==> config.mk <==
export PLATFORM = sky130hd
export DESIGN_NAME = uart_rx_pkt_ctrl_flat
export DESIGN_NICKNAME = d
export VERILOG_FILES = /design/src/rtl/uart_rx_pkt_ctrl_if.sv /design/src/rtl/uart_rx_pkt_ctrl.sv /design/src/flat_wrapper.sv
export SDC_FILE = /design/constraint.sdc
export NUM_CORES = 1
export LEC_CHECK = 0
export BUFFER_PORTS_ARGS = -buffer_cell sky130_fd_sc_hd__buf_2
export CORE_AREA = 10 10 132 134
export CTS_CLUSTER_SIZE = 12
export DETAILED_ROUTE_END_ITERATION = 10
export DIE_AREA = 0 0 142 144
export PLACE_DENSITY = 0.85
export SKIP_CTS_REPAIR_TIMING = 1
export SLEW_MARGIN = 0
export SYNTH_ARGS = -nofsm -noshare
export SYNTH_HDL_FRONTEND = slang
export SYNTH_SLANG_ARGS = --single-unit
export TNS_END_PERCENT = 1
==> constraint.sdc <==
create_clock -name i_clk -period 3 [get_ports i_clk]
set_input_delay 0.3 -clock i_clk [delete_from_list [all_inputs] [get_ports i_clk]]
set_output_delay 0.3 -clock i_clk [all_outputs]
set_load 0.05 [all_outputs]
==> src/rtl/uart_rx_pkt_ctrl_if.sv <==
// Byte-strobe side and packet-consumer side of the UART receive packet controller.
// The controller takes the slave modport; the feeding/consuming logic takes master.
interface uart_rx_pkt_ctrl_if #(
    parameter int ADDR_W = 4
);
    logic              baud_x16_en;
    logic [7:0]        rx_data;
    logic              rx_data_rdy;
    logic              parity_err;
    logic              frm_err;
    logic [ADDR_W-1:0] pkt_rd_addr;
    logic [7:0]        pkt_rd_data;
    logic [4:0]        pkt_len;
    logic              pkt_valid;
    logic              pkt_ack;
    logic              err_pulse;
    logic [2:0]        err_code;
    logic              busy;

    modport slave (
        input  baud_x16_en, rx_data, rx_data_rdy, parity_err, frm_err,
        input  pkt_rd_addr, pkt_ack,
        output pkt_rd_data, pkt_len, pkt_valid, err_pulse, err_code, busy
    );

    modport master (
        output baud_x16_en, rx_data, rx_data_rdy, parity_err, frm_err,
        output pkt_rd_addr, pkt_ack,
        input  pkt_rd_data, pkt_len, pkt_valid, err_pulse, err_code, busy
    );
endinterface

==> src/rtl/uart_rx_pkt_ctrl.sv <==
// Frames UART bytes into SOF/LEN/payload/CHK packets, buffers the payload and reports errors.
// PKT_VALID and ERR_PULSE one cycle after the deciding strobe; a held packet blocks intake until PKT_ACK.
module uart_rx_pkt_ctrl #(
    parameter logic [7:0] SOF_BYTE      = 8'hA5,
    parameter int         MAX_LEN       = 16,
    parameter int         ADDR_W        = 4,
    parameter int         TIMEOUT_TICKS = 320
) (
    input  logic                i_clk,
    input  logic                i_rst_n,
    uart_rx_pkt_ctrl_if.slave   bus
);

    typedef enum logic [2:0] {
        S_IDLE,
        S_LEN,
        S_PAYLOAD,
        S_CHK,
        S_HOLD
    } state_t;

    localparam logic [2:0] E_NONE    = 3'd0;
    localparam logic [2:0] E_PARITY  = 3'd1;
    localparam logic [2:0] E_FRAME   = 3'd2;
    localparam logic [2:0] E_LENGTH  = 3'd3;
    localparam logic [2:0] E_CSUM    = 3'd4;
    localparam logic [2:0] E_TIMEOUT = 3'd5;
    localparam logic [2:0] E_OVERRUN = 3'd6;

    state_t            r_state;
    logic [ADDR_W-1:0] r_idx;
    logic [7:0]        r_csum;
    logic [15:0]       r_tmo_cnt;
    logic              r_frm_q;
    logic [4:0]        r_pkt_len;
    logic              r_pkt_valid;
    logic              r_err_pulse;
    logic [2:0]        r_err_code;
    logic              r_busy;
    logic [7:0]        r_buf [2**ADDR_W];

    logic       w_acc;
    logic       w_sof;
    logic       w_frm_rise;
    logic       w_active;
    logic       w_tmo_hit;
    logic       w_len_bad;
    logic       w_last;
    logic [2:0] w_err_code;
    logic       w_err;
    logic       w_abort;
    logic       w_buf_we;

    assign w_acc      = bus.rx_data_rdy;
    assign w_sof      = w_acc && !bus.parity_err && (bus.rx_data == SOF_BYTE);
    assign w_frm_rise = bus.frm_err && !r_frm_q;
    assign w_active   = (r_state == S_LEN) || (r_state == S_PAYLOAD) || (r_state == S_CHK);
    assign w_tmo_hit  = bus.baud_x16_en && ((r_tmo_cnt + 16'd1) == 16'(TIMEOUT_TICKS));
    assign w_len_bad  = bus.rx_data > 8'(MAX_LEN);
    assign w_last     = (5'(r_idx) + 5'd1) == r_pkt_len;

    // Error arbitration: parity > frame > length/checksum > timeout; a byte beats a timeout.
    always_comb begin
        w_err_code = E_NONE;
        if (r_state == S_HOLD) begin
            if (!bus.pkt_ack && w_acc)
                w_err_code = E_OVERRUN;
        end else if (w_active) begin
            if (w_acc && bus.parity_err)
                w_err_code = E_PARITY;
            else if (w_frm_rise)
                w_err_code = E_FRAME;
            else if (w_acc && (r_state == S_LEN) && w_len_bad)
                w_err_code = E_LENGTH;
            else if (w_acc && (r_state == S_CHK) && (bus.rx_data != r_csum))
                w_err_code = E_CSUM;
            else if (!w_acc && w_tmo_hit)
                w_err_code = E_TIMEOUT;
        end
    end

    assign w_err    = (w_err_code != E_NONE);
    assign w_abort  = w_err && w_active;
    assign w_buf_we = (r_state == S_PAYLOAD) && w_acc && !w_abort;

    always_ff @(posedge i_clk or negedge i_rst_n) begin
        if (!i_rst_n) begin
            r_state     <= S_IDLE;
            r_idx       <= '0;
            r_csum      <= 8'd0;
            r_tmo_cnt   <= 16'd0;
            r_frm_q     <= 1'b0;
            r_pkt_len   <= 5'd0;
            r_pkt_valid <= 1'b0;
            r_err_pulse <= 1'b0;
            r_err_code  <= E_NONE;
            r_busy      <= 1'b0;
        end else begin
            r_frm_q     <= bus.frm_err;
            r_err_pulse <= w_err;
            if (w_err)
                r_err_code <= w_err_code;

            case (r_state)
                S_IDLE: begin
                    if (w_sof) begin
                        r_state   <= S_LEN;
                        r_busy    <= 1'b1;
                        r_tmo_cnt <= 16'd0;
                    end
                end

                S_HOLD: begin
                    if (bus.pkt_ack) begin
                        r_pkt_valid <= 1'b0;
                        // The strobe that arrives with the ACK is judged as if already idle.
                        if (w_sof) begin
                            r_state   <= S_LEN;
                            r_busy    <= 1'b1;
                            r_tmo_cnt <= 16'd0;
                        end else begin
                            r_state <= S_IDLE;
                            r_busy  <= 1'b0;
                        end
                    end
                end

                S_LEN, S_PAYLOAD, S_CHK: begin
                    if (w_abort) begin
                        r_state   <= S_IDLE;
                        r_busy    <= 1'b0;
                        r_tmo_cnt <= 16'd0;
                    end else if (w_acc) begin
                        r_tmo_cnt <= 16'd0;
                        case (r_state)
                            S_LEN: begin
                                r_pkt_len <= bus.rx_data[4:0];
                                r_csum    <= bus.rx_data;
                                r_idx     <= '0;
                                r_state   <= (bus.rx_data == 8'd0) ? S_CHK : S_PAYLOAD;
                            end
                            S_PAYLOAD: begin
                                r_csum <= r_csum ^ bus.rx_data;
                                r_idx  <= r_idx + ADDR_W'(1);
                                if (w_last)
                                    r_state <= S_CHK;
                            end
                            default: begin
                                r_state     <= S_HOLD;
                                r_pkt_valid <= 1'b1;
                            end
                        endcase
                    end else if (bus.baud_x16_en) begin
                        r_tmo_cnt <= r_tmo_cnt + 16'd1;
                    end
                end

                default: begin
                    r_state <= S_IDLE;
                    r_busy  <= 1'b0;
                end
            endcase
        end
    end

    always_ff @(posedge i_clk) begin
        if (w_buf_we)
            r_buf[r_idx] <= bus.rx_data;
    end

    assign bus.pkt_rd_data = r_buf[bus.pkt_rd_addr];
    assign bus.pkt_len     = r_pkt_len;
    assign bus.pkt_valid   = r_pkt_valid;
    assign bus.err_pulse   = r_err_pulse;
    assign bus.err_code    = r_err_code;
    assign bus.busy        = r_busy;

endmodule

==> src/flat_wrapper.sv <==
// flat-port wrapper written by rule: the top's interface ports become plain ports
module uart_rx_pkt_ctrl_flat 
#(
    parameter logic [7:0] SOF_BYTE      = 8'hA5,
    parameter int         MAX_LEN       = 16,
    parameter int         ADDR_W        = 4,
    parameter int         TIMEOUT_TICKS = 320
)
  (i_clk, i_rst_n, bus_baud_x16_en, bus_rx_data, bus_rx_data_rdy, bus_parity_err, bus_frm_err, bus_pkt_rd_addr, bus_pkt_ack, bus_pkt_rd_data, bus_pkt_len, bus_pkt_valid, bus_err_pulse, bus_err_code, bus_busy);
  uart_rx_pkt_ctrl_if #(.ADDR_W(ADDR_W)) bus_i ();
  input  logic i_clk;
  input  logic i_rst_n;
  input wire logic [$bits(bus_i.baud_x16_en)-1:0] bus_baud_x16_en;
  input wire logic [$bits(bus_i.rx_data)-1:0] bus_rx_data;
  input wire logic [$bits(bus_i.rx_data_rdy)-1:0] bus_rx_data_rdy;
  input wire logic [$bits(bus_i.parity_err)-1:0] bus_parity_err;
  input wire logic [$bits(bus_i.frm_err)-1:0] bus_frm_err;
  input wire logic [$bits(bus_i.pkt_rd_addr)-1:0] bus_pkt_rd_addr;
  input wire logic [$bits(bus_i.pkt_ack)-1:0] bus_pkt_ack;
  output wire logic [$bits(bus_i.pkt_rd_data)-1:0] bus_pkt_rd_data;
  output wire logic [$bits(bus_i.pkt_len)-1:0] bus_pkt_len;
  output wire logic [$bits(bus_i.pkt_valid)-1:0] bus_pkt_valid;
  output wire logic [$bits(bus_i.err_pulse)-1:0] bus_err_pulse;
  output wire logic [$bits(bus_i.err_code)-1:0] bus_err_code;
  output wire logic [$bits(bus_i.busy)-1:0] bus_busy;
  assign bus_i.baud_x16_en = bus_baud_x16_en;
  assign bus_i.rx_data = bus_rx_data;
  assign bus_i.rx_data_rdy = bus_rx_data_rdy;
  assign bus_i.parity_err = bus_parity_err;
  assign bus_i.frm_err = bus_frm_err;
  assign bus_i.pkt_rd_addr = bus_pkt_rd_addr;
  assign bus_i.pkt_ack = bus_pkt_ack;
  assign bus_pkt_rd_data = bus_i.pkt_rd_data;
  assign bus_pkt_len = bus_i.pkt_len;
  assign bus_pkt_valid = bus_i.pkt_valid;
  assign bus_err_pulse = bus_i.err_pulse;
  assign bus_err_code = bus_i.err_code;
  assign bus_busy = bus_i.busy;
  uart_rx_pkt_ctrl #(.SOF_BYTE(SOF_BYTE), .MAX_LEN(MAX_LEN), .ADDR_W(ADDR_W), .TIMEOUT_TICKS(TIMEOUT_TICKS)) u_core (.i_clk(i_clk), .i_rst_n(i_rst_n), .bus(bus_i));
endmodule
# Word-level counts from Yosys, hierarchy flattened

Memories as Yosys holds them, arrays and structs flattened.
Cells that the tools add are included.

$add $sub $neg: 3
$lt $le $gt $ge: 1
Equality and inequality tests: 17
Muxes and demuxes: 37
Bitwise gates (word level): 2
Reduce and logical (&&, ||, !) cells: 35

Operator list:

| operator                                                             | count |
|---|---|
| 16-bit two-way mux                                                   | 5 |
| 16-bit case mux with 3 select lines                                  | 1 |
| 3-bit two-way mux                                                    | 13 |
| 16-bit by 1-bit adder with 16-bit output, second input constant      | 1 |
| 16-bit by 9-bit == test with 1-bit output, second input constant     | 1 |
| 8-bit case mux with 2 select lines                                   | 1 |
| 1-bit logical AND                                                    | 14 |
| 1-bit two-way mux                                                    | 12 |
| 4-bit AND reduction                                                  | 3 |
| 3-bit case mux with 3 select lines                                   | 1 |
| 8-bit == test, second input constant                                 | 1 |
| 8-bit by 5-bit > comparator with 1-bit output, second input constant | 1 |
| 8-bit zero test                                                      | 1 |
| 2-bit != test, second input constant                                 | 4 |
| 8-bit != test                                                        | 1 |
| 4-bit case mux with 2 select lines                                   | 1 |
| 8-bit bitwise XOR                                                    | 1 |
| 3-bit by 2-bit == test with 1-bit output, second input constant      | 2 |
| 3-bit case mux with 2 select lines                                   | 1 |
| 3-bit AND reduction                                                  | 2 |
| 3-bit nonzero test                                                   | 2 |
| 4-bit by 1-bit adder with 5-bit output, second input constant        | 1 |
| 5-bit == test                                                        | 1 |
| 1-bit zero test                                                      | 5 |
| 16 further kinds                                                     | 19 |

Register bits after elaboration: 43
RAM bits: 128
Input bits: 19
Output and inout port bits: 19
Logic and storage cells: 106
Memories: 1

Memory list:

| memory       | words | bits a word | rd ports | clocked after Yosys merged registers in | write ports | RTL line               | RTL |
|---|---|---|---|---|---|---|---|
| u_core.r_buf | 16    | 8           | 1        | 0                                       | 1           | uart_rx_pkt_ctrl.sv:40 | `logic [7:0] r_buf [2**ADDR_W];` |

# Logic depth before layout (Yosys ltp)

Gate-level depths: netlist (run 1).

Depth after elaboration: 17
Depth in mapped cells: 10
Gate-level depth less buffers: 8

# Worst setup path after synthesis (run 1)

OpenSTA, ideal clock, no wires.

Path kind: in2reg
Start: in bus_rx_data[0]
End: mem u_core.r_buf[1][0] (enable)
Library setup time: 395 ps
Arrival time: 2715 ps
Required time: 2605 ps
Path slack: -110 ps
Stages on the path: 6
Buffers on the path: 0
Cells stage by stage: or4_4 o211ai_2 nand2_2 o31a_4 nor3_4 nor4bb_1

Cells in the longest elaborated chain, start to end: 14
Elaborated cells between the ends (all ways): 16
Those cells by class: 1 x order compare; 1 x eq/ne; 8 x mux; 6 x reduce/logical

RTL lines:

| item                                                                                  | RTL line                | RTL |
|---|---|---|
| start: declaration                                                                    | flat_wrapper.sv:14      | `input wire logic [$bits(bus_i.rx_data)-1:0] bus_rx_data;` |
| branches (longest 3 deep; another with 8-bit by 5-bit > comparator with 1-bit output) | n/a                     |  |
| 3-bit two-way mux (*)                                                                 | uart_rx_pkt_ctrl.sv:73  | `else if (w_acc && (r_state == S_LEN) && w_len_bad)` |
| 3-bit two-way mux (*)                                                                 | uart_rx_pkt_ctrl.sv:71  | `else if (w_frm_rise)` |
| 3-bit two-way mux (*)                                                                 | uart_rx_pkt_ctrl.sv:69  | `if (w_acc && bus.parity_err)` |
| 3-bit two-way mux (*)                                                                 | uart_rx_pkt_ctrl.sv:68  | `end else if (w_active) begin` |
| 3-bit two-way mux (*)                                                                 | uart_rx_pkt_ctrl.sv:65  | `if (r_state == S_HOLD) begin` |
| 3-bit nonzero test (*)                                                                | uart_rx_pkt_ctrl.sv:82  | `assign w_err = (w_err_code != E_NONE);` |
| 1-bit logical AND (*)                                                                 | uart_rx_pkt_ctrl.sv:83  | `assign w_abort = w_err && w_active;` |
| 1-bit zero test (*)                                                                   | uart_rx_pkt_ctrl.sv:84  | `assign w_buf_we = (r_state == S_PAYLOAD) && w_acc && !w_abort;` |
| 1-bit logical AND (*)                                                                 | uart_rx_pkt_ctrl.sv:84  |  |
| 1-bit two-way mux (*)                                                                 | uart_rx_pkt_ctrl.sv:167 | `if (w_buf_we)` |
| 1-bit two-way mux (not written as such) (*)                                           | uart_rx_pkt_ctrl.sv:168 | `r_buf[r_idx] <= bus.rx_data;` |
| end: declaration                                                                      | uart_rx_pkt_ctrl.sv:40  |  |

Mark *: on every way between the ends.

# Worst setup path in the final report (run 1)

Start: reg u_core.r_tmo_cnt[0]
End: reg u_core.r_tmo_cnt[0]

Cells in the longest elaborated chain, start to end: 15
Elaborated cells between the ends (all ways): 21
Those cells by class: 1 x add/sub; 2 x eq/ne; 13 x mux; 5 x reduce/logical

RTL lines:

| item                                                                                                   | RTL line                                        | RTL |
|---|---|---|
| start: declaration                                                                                     | uart_rx_pkt_ctrl.sv:33                          | `logic [15:0] r_tmo_cnt;` |
| start signal: assignment                                                                               | uart_rx_pkt_ctrl.sv:154                         | `r_tmo_cnt <= r_tmo_cnt + 16'd1;` |
| 16-bit by 1-bit adder with 16-bit output                                                               | uart_rx_pkt_ctrl.sv:58, uart_rx_pkt_ctrl.sv:154 |  |
| 16-bit by 9-bit == test with 1-bit output                                                              | uart_rx_pkt_ctrl.sv:58                          | `assign w_tmo_hit = bus.baud_x16_en && ((r_tmo_cnt + 16'd1) == 16'(TIMEOUT_TICKS));` |
| 1-bit logical AND                                                                                      | uart_rx_pkt_ctrl.sv:58                          |  |
| 1-bit logical AND                                                                                      | uart_rx_pkt_ctrl.sv:77                          | `else if (!w_acc && w_tmo_hit)` |
| 3-bit two-way mux                                                                                      | uart_rx_pkt_ctrl.sv:77                          |  |
| 3-bit two-way mux                                                                                      | uart_rx_pkt_ctrl.sv:75                          | `else if (w_acc && (r_state == S_CHK) && (bus.rx_data != r_csum))` |
| 3-bit two-way mux                                                                                      | uart_rx_pkt_ctrl.sv:73                          |  |
| 3-bit two-way mux                                                                                      | uart_rx_pkt_ctrl.sv:71                          |  |
| 3-bit two-way mux                                                                                      | uart_rx_pkt_ctrl.sv:69                          |  |
| 3-bit two-way mux                                                                                      | uart_rx_pkt_ctrl.sv:68                          |  |
| 3-bit two-way mux                                                                                      | uart_rx_pkt_ctrl.sv:65                          |  |
| 3-bit nonzero test                                                                                     | uart_rx_pkt_ctrl.sv:82                          |  |
| 1-bit logical AND                                                                                      | uart_rx_pkt_ctrl.sv:83                          |  |
| 4-bit by 3-bit != test with 1-bit output (no source line) / 16-bit two-way mux (equally long branches) | n/a                                             |  |
| 3-bit AND reduction (no source line) / 16-bit case mux with 3 select lines (equally long branches)     | n/a                                             |  |

Several ways; a longest one is shown, not always the timed one. The select of a mux whose other input is x is not followed.
A chain may end at the register's enable or synchronous reset.

==> run_results.csv, run 1 <==
group,metric,value,unit
global_route,grt_max_degree,44,
placed_design,dpl_cell_area,8440,sq um
routing,avgViaCountPerCell,6.53,
routing,drtIter0Drc,554,
cells_and_area,fin_cells,804,
cells_and_area,final_net_count,628,
power,p_per_area,777,nW/um^2
synthesis,ys.flop_type,"edfxtp_1",
routing,wirelength,19600,um
cells_and_area,final_area,9030,sq um
synthesis,synthCells,552,
synthesis,synth_top_cell_area_share,0.484,
routing,wl_per_cell,24.3,um
synthesis,ys_async_sr_fraction,0.251,
floorplan,die-height,144,um
run,cap_violations,0,
floorplan,core_area,14900,sq um
sta,setup_slack,251,ps
global_route,grt_pass1_vias,5183,
floorplan,io_pins,38,
synthesis,synth_area_leader_cell,"edfxtp_1",
placed_design,io_buffers,37,
worst_setup_path,r2r-end,"u_core.r_tmo_cnt[0]",
sta,drv_slew,0,
worst_setup_path,slowest_stage,"dfrtp_1",
global_route,grt_pass1_wl,29900,um
routing,top_layer,"met5",
cts,cts.sinks,171,
floorplan,start_util,0.534,
cells_and_area,fin_util,0.608,
global_route,antenna_found_initial,1,
routing,wl_met1,7360,um
cts,clk_pin_slew,70,ps
cells_and_area,antenna_cells,0,
sta,skew,11.3,ps
routing,drt-pass1-iter-count,5,
cells_and_area,area_delta_synth_final,13.9,%
worst_setup_path,path_max_fanout,23,
floorplan,rows,45,
power,leakage,3.26,nW
cts,root_buffer,"clkbuf_16",
cts,clkLatencyLatePin,440,ps
synthesis,ys_top_cells_by_area,"edfxtp_1 (48%), dfrtp_1 (14%), mux4_2 (11%), xor2_1 (1.9%), a31oi_1 (1.6%)",
synthesis,yosysMostFrequentCell,"edfxtp_1",
placed_design,hpwl,13000,um
synthesis,synth_area,7930,sq um
worst_setup_path,critPathKind,"flop to flop",
worst_setup_path,r2r_cells,9,
synthesis,ys.warnings.count,0,
worst_setup_path,rrSetupSlack,250,ps
cts,htree_num_levels,4,
floorplan,die_area,20400,sq um
routing,wl_met3,1980,um
worst_setup_path,cp-start-kind,"flop",
placed_design,dp.cells,771,
power,total_power,0.00702,W
synthesis,ys_types,65,
cts,clk_path_buf_depth,2,
synthesis,synthTopCellsByCount,"edfxtp_1 (128), dfrtp_1 (43), mux4_2 (40)",
routing,ant_nets,0,
global_route,grt_usage,0.195,
sta,fin_crit_sh,0.916,
routing,num_vias,5253,
synthesis,synth_edf_count,128,
synthesis,synth-seq-cells,171,
worst_setup_path,required,3310,ps
sta,min_period,2750,ps
cts,numCtsBuffers,17,
worst_setup_path,slowest_delay,500,ps
routing,drcViolationCount,0,
sta,rsz0062_at_grt,"no",
synthesis,syn_nets,577,
cells_and_area,drive_gt1_frac,0.252,
cts,cts_tree,"yes",
sta,setup_violations,0,
status,status,"finished, final reports clean",
worst_setup_path,path_cells,"ha_1 -> inv_1 -> nor4_1 -> nand3_1 -> a221oi_2 -> a21oi_2 -> buf_4 -> a31oi_1 -> mux2i_1",
sta,hold_viol_final,0,
synthesis,syn-mean-instance-area,14.4,sq um
power,vdd_ir_drop_max,511,uV
global_route,globalRouteOverflowTotal,0,
sta,relSlewSlack,0.334,
placed_design,gp_congestion,0.948,
worst_hold_path,hp-class,"input pin to async pin",
worst_setup_path,end_kind,"flop",
routing,wl_met2,9670,um
worst_setup_path,r2r-start,"u_core.r_tmo_cnt[0]",
placed_design,post-place-ws,-0.574,ps
sta,fmax,0.364,GHz
sta,worstMarginPinSlew,999,ps
synthesis,ys_seq_area_frac,0.620,
worst_setup_path,cp.arrival,3060,ps
floorplan,dieWidth,142,um
-- cells in the final DEF (no fill, tap or decap), types with 7 or more instances in the layout --
cell type,n
mux4_2,40
nor4_1,8
buf_2,37
a21oi_1,12
o21ai_0,18
nand2_1,28
dfrtp_1,43
clkbuf_16,17
inv_1,15
xor2_1,17
and3_1,15
a31oi_1,20
or3_1,7
buf_4,25
nand3_1,17
nand4_1,10
o21a_1,7
nor2_1,25
edfxtp_1,128
o21ai_1,14
and2_1,7
-- per-stage QoR --
stage	TNS, ps	hold WS, ps
global placement	0	429
detailed placement	-3.21	430
floorplan	0	4.41
finish	0	27.9
CTS	0	-27.5
global route	0	101
-- cell type report --
class                           instances  area [sq um]
Clock buffer                           17           425
Clock inverter                         15           158
Fill cell                            1092          5830
Inverter                               15          56.3
Multi-Input combinational cell        334          2840
Sequential cell                       171          4920
Tap cell                              188           235
Timing Repair Buffer                   64           403
-- how the worst max path moves through the flow --
| stage | from | to | slack [ps] | cells past startpoint |
|---|---|---|---|---|
| after detailed placement | bus_rx_data[0] | u_core.r_buf[5][4] | -0.6 | 8 |
| final | u_core.r_tmo_cnt[0] | u_core.r_tmo_cnt[0] | 250 | 9 |
| after global routing | u_core.r_tmo_cnt[0] | u_core.r_tmo_cnt[1] | 80 | 9 |
| after global placement | bus_rx_data[0] | u_core.r_buf[0][0] | 90 | 8 |
| after CTS | u_core.r_csum[7] | u_core.r_buf[4][0] | 270 | 7 |
| after floorplan | bus_rx_data[0] | u_core.r_buf[1][0] | 170 | 6 |
-- registers in the layout (all words and copies together), names as in the netlist --
name / cells
u_core.bus.pkt_len: 5
u_core.bus.err_code: 3
u_core.r_idx: 4
u_core.r_state: 3
u_core.r_csum: 8
u_core.bus.pkt_valid: 1
u_core.bus.busy: 1
u_core.r_frm_q: 1
u_core.r_buf: 128
u_core.bus.err_pulse: 1
u_core.r_tmo_cnt: 16
-- power breakdown --
group / total [W] / switching, W / internal (W)
sequential: 0.00301 / 0.000261 / 0.00275
combinational: 0.00183 / 0.00120 / 0.000629
clock: 0.00219 / 0.00101 / 0.00117
-- logic make-up after synthesis --
logic type | share of synthesized area
flip-flops | 0.620
AND/OR/NAND/NOR | 0.106
AO/OA/AOI/OAI | 0.0943
multiplexers | 0.125
buffers and inverters | 0.0237
XOR/XNOR | 0.0221
adder cells (fa/ha/maj) | 0.00946
-- per-layer routing --
layer  up-vias  track usage
met4         2       0.0683
met2       314        0.320
met5         -            0
met3        45       0.0610
met1      2610        0.238
li1       2282            -
-- critical path, delay by kind of cell, from the launching register on --
family	cells	cell delay (ps)
AO/OA/AOI/OAI	3	710
multiplexers	1	120
AND/OR/NAND/NOR	2	560
buffers and inverters	2	290
flip-flops	1	500
adder cells (fa/ha/maj)	1	420
Note: power is estimated with default switching activity, not from simulation.
==> inputs of run 2 (changes only) <==
- CELL_PAD_IN_SITES_DETAIL_PLACEMENT: not set -> 0
- CELL_PAD_IN_SITES_GLOBAL_PLACEMENT: not set -> 2
- CORE_AREA: 10 10 132 134 -> 10 10 152 154
- DIE_AREA: 0 0 142 144 -> 0 0 162 164
- PLACE_DENSITY: 0.85 -> 0.86
==> run_results.csv, run 2 (synthesis results as in run 1) <==
group,metric,value,unit
status,status,"finished, final reports clean",
worst_setup_path,cp-start-kind,"flop",
power,p_int,0.00456,W
floorplan,core_area,20000,sq um
worst_setup_path,required,3290,ps
cells_and_area,largest_register_ff_count,128,
sta,rsz0062_at_grt,"no",
cells_and_area,final_common_cell,"edfxtp_1",
power,power_frac_clock,0.317,
power,leakage,3.34,nW
worst_setup_path,rrSetupSlack,280,ps
floorplan,die_area,26600,sq um
worst_setup_path,r2r-end,"u_core.r_tmo_cnt[1]",
power,vdd_ir_drop_max,442,uV
sta,min_period,2720,ps
power,p_per_area,766,nW/um^2
routing,ant_nets,0,
floorplan,dieWidth,162,um
worst_setup_path,cp.arrival,3010,ps
worst_setup_path,cpMostUsedCell,"buf_4",
routing,num_vias,5128,
cts,clkLatencyLatePin,430,ps
worst_setup_path,critPathKind,"flop to flop",
global_route,antenna_found_initial,0,
cts,clk_path_buf_depth,2,
run,cap_violations,0,
sta,hold_ws,60.2,ps
routing,wirelength,20100,um
sta,drv_slew,0,
cells_and_area,largest-register,"u_core.r_buf",
routing,wl_per_cell,22.5,um
cells_and_area,antenna_cells,0,
power,p_comb_frac,0.261,
sta,setup_violations,0,
power,total_power,0.00710,W
sta,hold_viol_final,0,
routing,drtIter0Drc,597,
worst_setup_path,r2r-start,"u_core.r_state[0]",
global_route,grt_pass1_vias,5259,
cts,cts.sinks,171,
power,swShare,0.358,
sta,relSlewSlack,0.305,
placed_design,post-place-ws,52.7,ps
cells_and_area,area_delta_synth_final,16.8,%
worst_setup_path,path_max_fanout,8,
placed_design,io_buffers,37,
global_route,grt_pass1_wl,32100,um
power,pwr-share-seq,0.422,
cts,htree_num_levels,4,
routing,drcViolationCount,0,
sta,setup_slack,277,ps
cells_and_area,final_net_count,638,
placed_design,hpwl,14300,um
sta,fmax,0.367,GHz
floorplan,start_util,0.396,
global_route,grt_usage,0.156,
sta,worstMarginPinSlew,1040,ps
sta,skew,12.1,ps
worst_setup_path,slowest_delay,600,ps
cts,cts_tree,"yes",
cells_and_area,nFillCells,1840,
global_route,grt_max_degree,44,
global_route,globalRouteOverflowTotal,0,
cells_and_area,most-common-layout-cells,"edfxtp_1 (128), dfrtp_1 (43), mux4_2 (40), buf_2 (37), buf_4 (35)",
worst_setup_path,path_cells,"nor4bb_1 -> o211ai_2 -> a41oi_1 -> o31a_4 -> buf_4 -> a21oi_2 -> buf_4 -> a31oi_1 -> o22ai_1",
worst_setup_path,slowest_stage,"nor4bb_1",
cts,numCtsBuffers,17,
routing,drt-pass1-iter-count,5,
cells_and_area,drive_gt1_frac,0.265,
cts,clk_pin_slew,80,ps
worst_setup_path,r2r_cells,9,
cells_and_area,top_regs,"u_core.r_buf: 128 flops, u_core.r_tmo_cnt: 16 flops, u_core.r_csum: 8 flops",
sta,tns,0,ps
worst_hold_path,hp-class,"input pin to async pin",
floorplan,io_pins,38,
power,p_sw,0.00254,W
floorplan,die-height,164,um
routing,avgViaCountPerCell,5.72,
worst_setup_path,end_kind,"flop",
cts,root_buffer,"clkbuf_16",
floorplan,rows,52,
placed_design,gp_congestion,0.904,
sta,fin_crit_sh,0.908,
==> run 2: cell count changes in the layout (fill, tap and decap cells not counted), sizes merged <==
| cell | before | now |
|---|---|---|
| inv | 22 | 21 |
| clkinvlp | 3 | 0 |
| buf | 63 | 73 |
| clkinv | 4 | 9 |
| bufinv | 1 | 0 |
==> run 2: worst max-delay path, delay by kind of cell, from the launching register on <==
kind	cells	cell delay, ps
DFF	1	440
buffers and inverters	2	320
and+or+nand+nor	1	600
AOI/OAI and AO/OA	6	1210
==> run 2: area by class of cell <==
cell class                 instances  area [sq um]  share of cell area
inverter                          15          56.3             0.00608
multi-input combinational        334          2840               0.306
sequential                       171          4920               0.531
tap                              270           338              0.0365
timing repair buffer              74           478              0.0516
clock inverter                    15           209              0.0226
clock buffer                      17           425              0.0459
==> run 2: routing by layer <==
layer,share of wire,GRT usage,up-vias
met1,0.45,0.218,2622
li1,-,-,2301
met5,0,0,-
met4,0.0094,0.0327,0
met2,0.47,0.245,192
met3,0.070,0.0355,13
==> run 2: power groups by stage <==
stage               logic (W)  clock network, W  registers, W
floorplan             0.00107                 0       0.00318
global placement      0.00183                 0       0.00303
detailed placement    0.00186                 0       0.00304
CTS                   0.00187           0.00229       0.00299
global route          0.00203           0.00238       0.00303
finish                0.00186           0.00225       0.00299
==> run 2: worst max path at each step <==
stage | from | endpoint | slack, ps | cells after the start
after floorplan | bus_rx_data[0] | u_core.r_buf[1][0] | 170 | 6
after global placement | bus_rx_data[0] | u_core.r_buf[8][2] | 120 | 8
after detailed placement | bus_rx_data[0] | u_core.r_buf[14][1] | 50 | 8
after CTS | u_core.r_state[0] | u_core.r_tmo_cnt[1] | 310 | 9
after global routing | u_core.r_tmo_cnt[0] | u_core.r_tmo_cnt[1] | 100 | 9
final | u_core.r_state[0] | u_core.r_tmo_cnt[1] | 280 | 9
==> run 2: through the flow <==
| stage | utilization | cells | instance area [sq um] |
|---|---|---|---|
| 6_report | 0.462 | 896 | 9260 |
| 2_1_floorplan | - | 552 | 7940 |
| 4_1_cts | 0.462 | 895 | 9250 |
| 5_1_grt | 0.462 | 896 | 9260 |
| 3_3_place_gp | 0.430 | 863 | 8620 |
| 3_5_place_dp | 0.430 | 863 | 8620 |
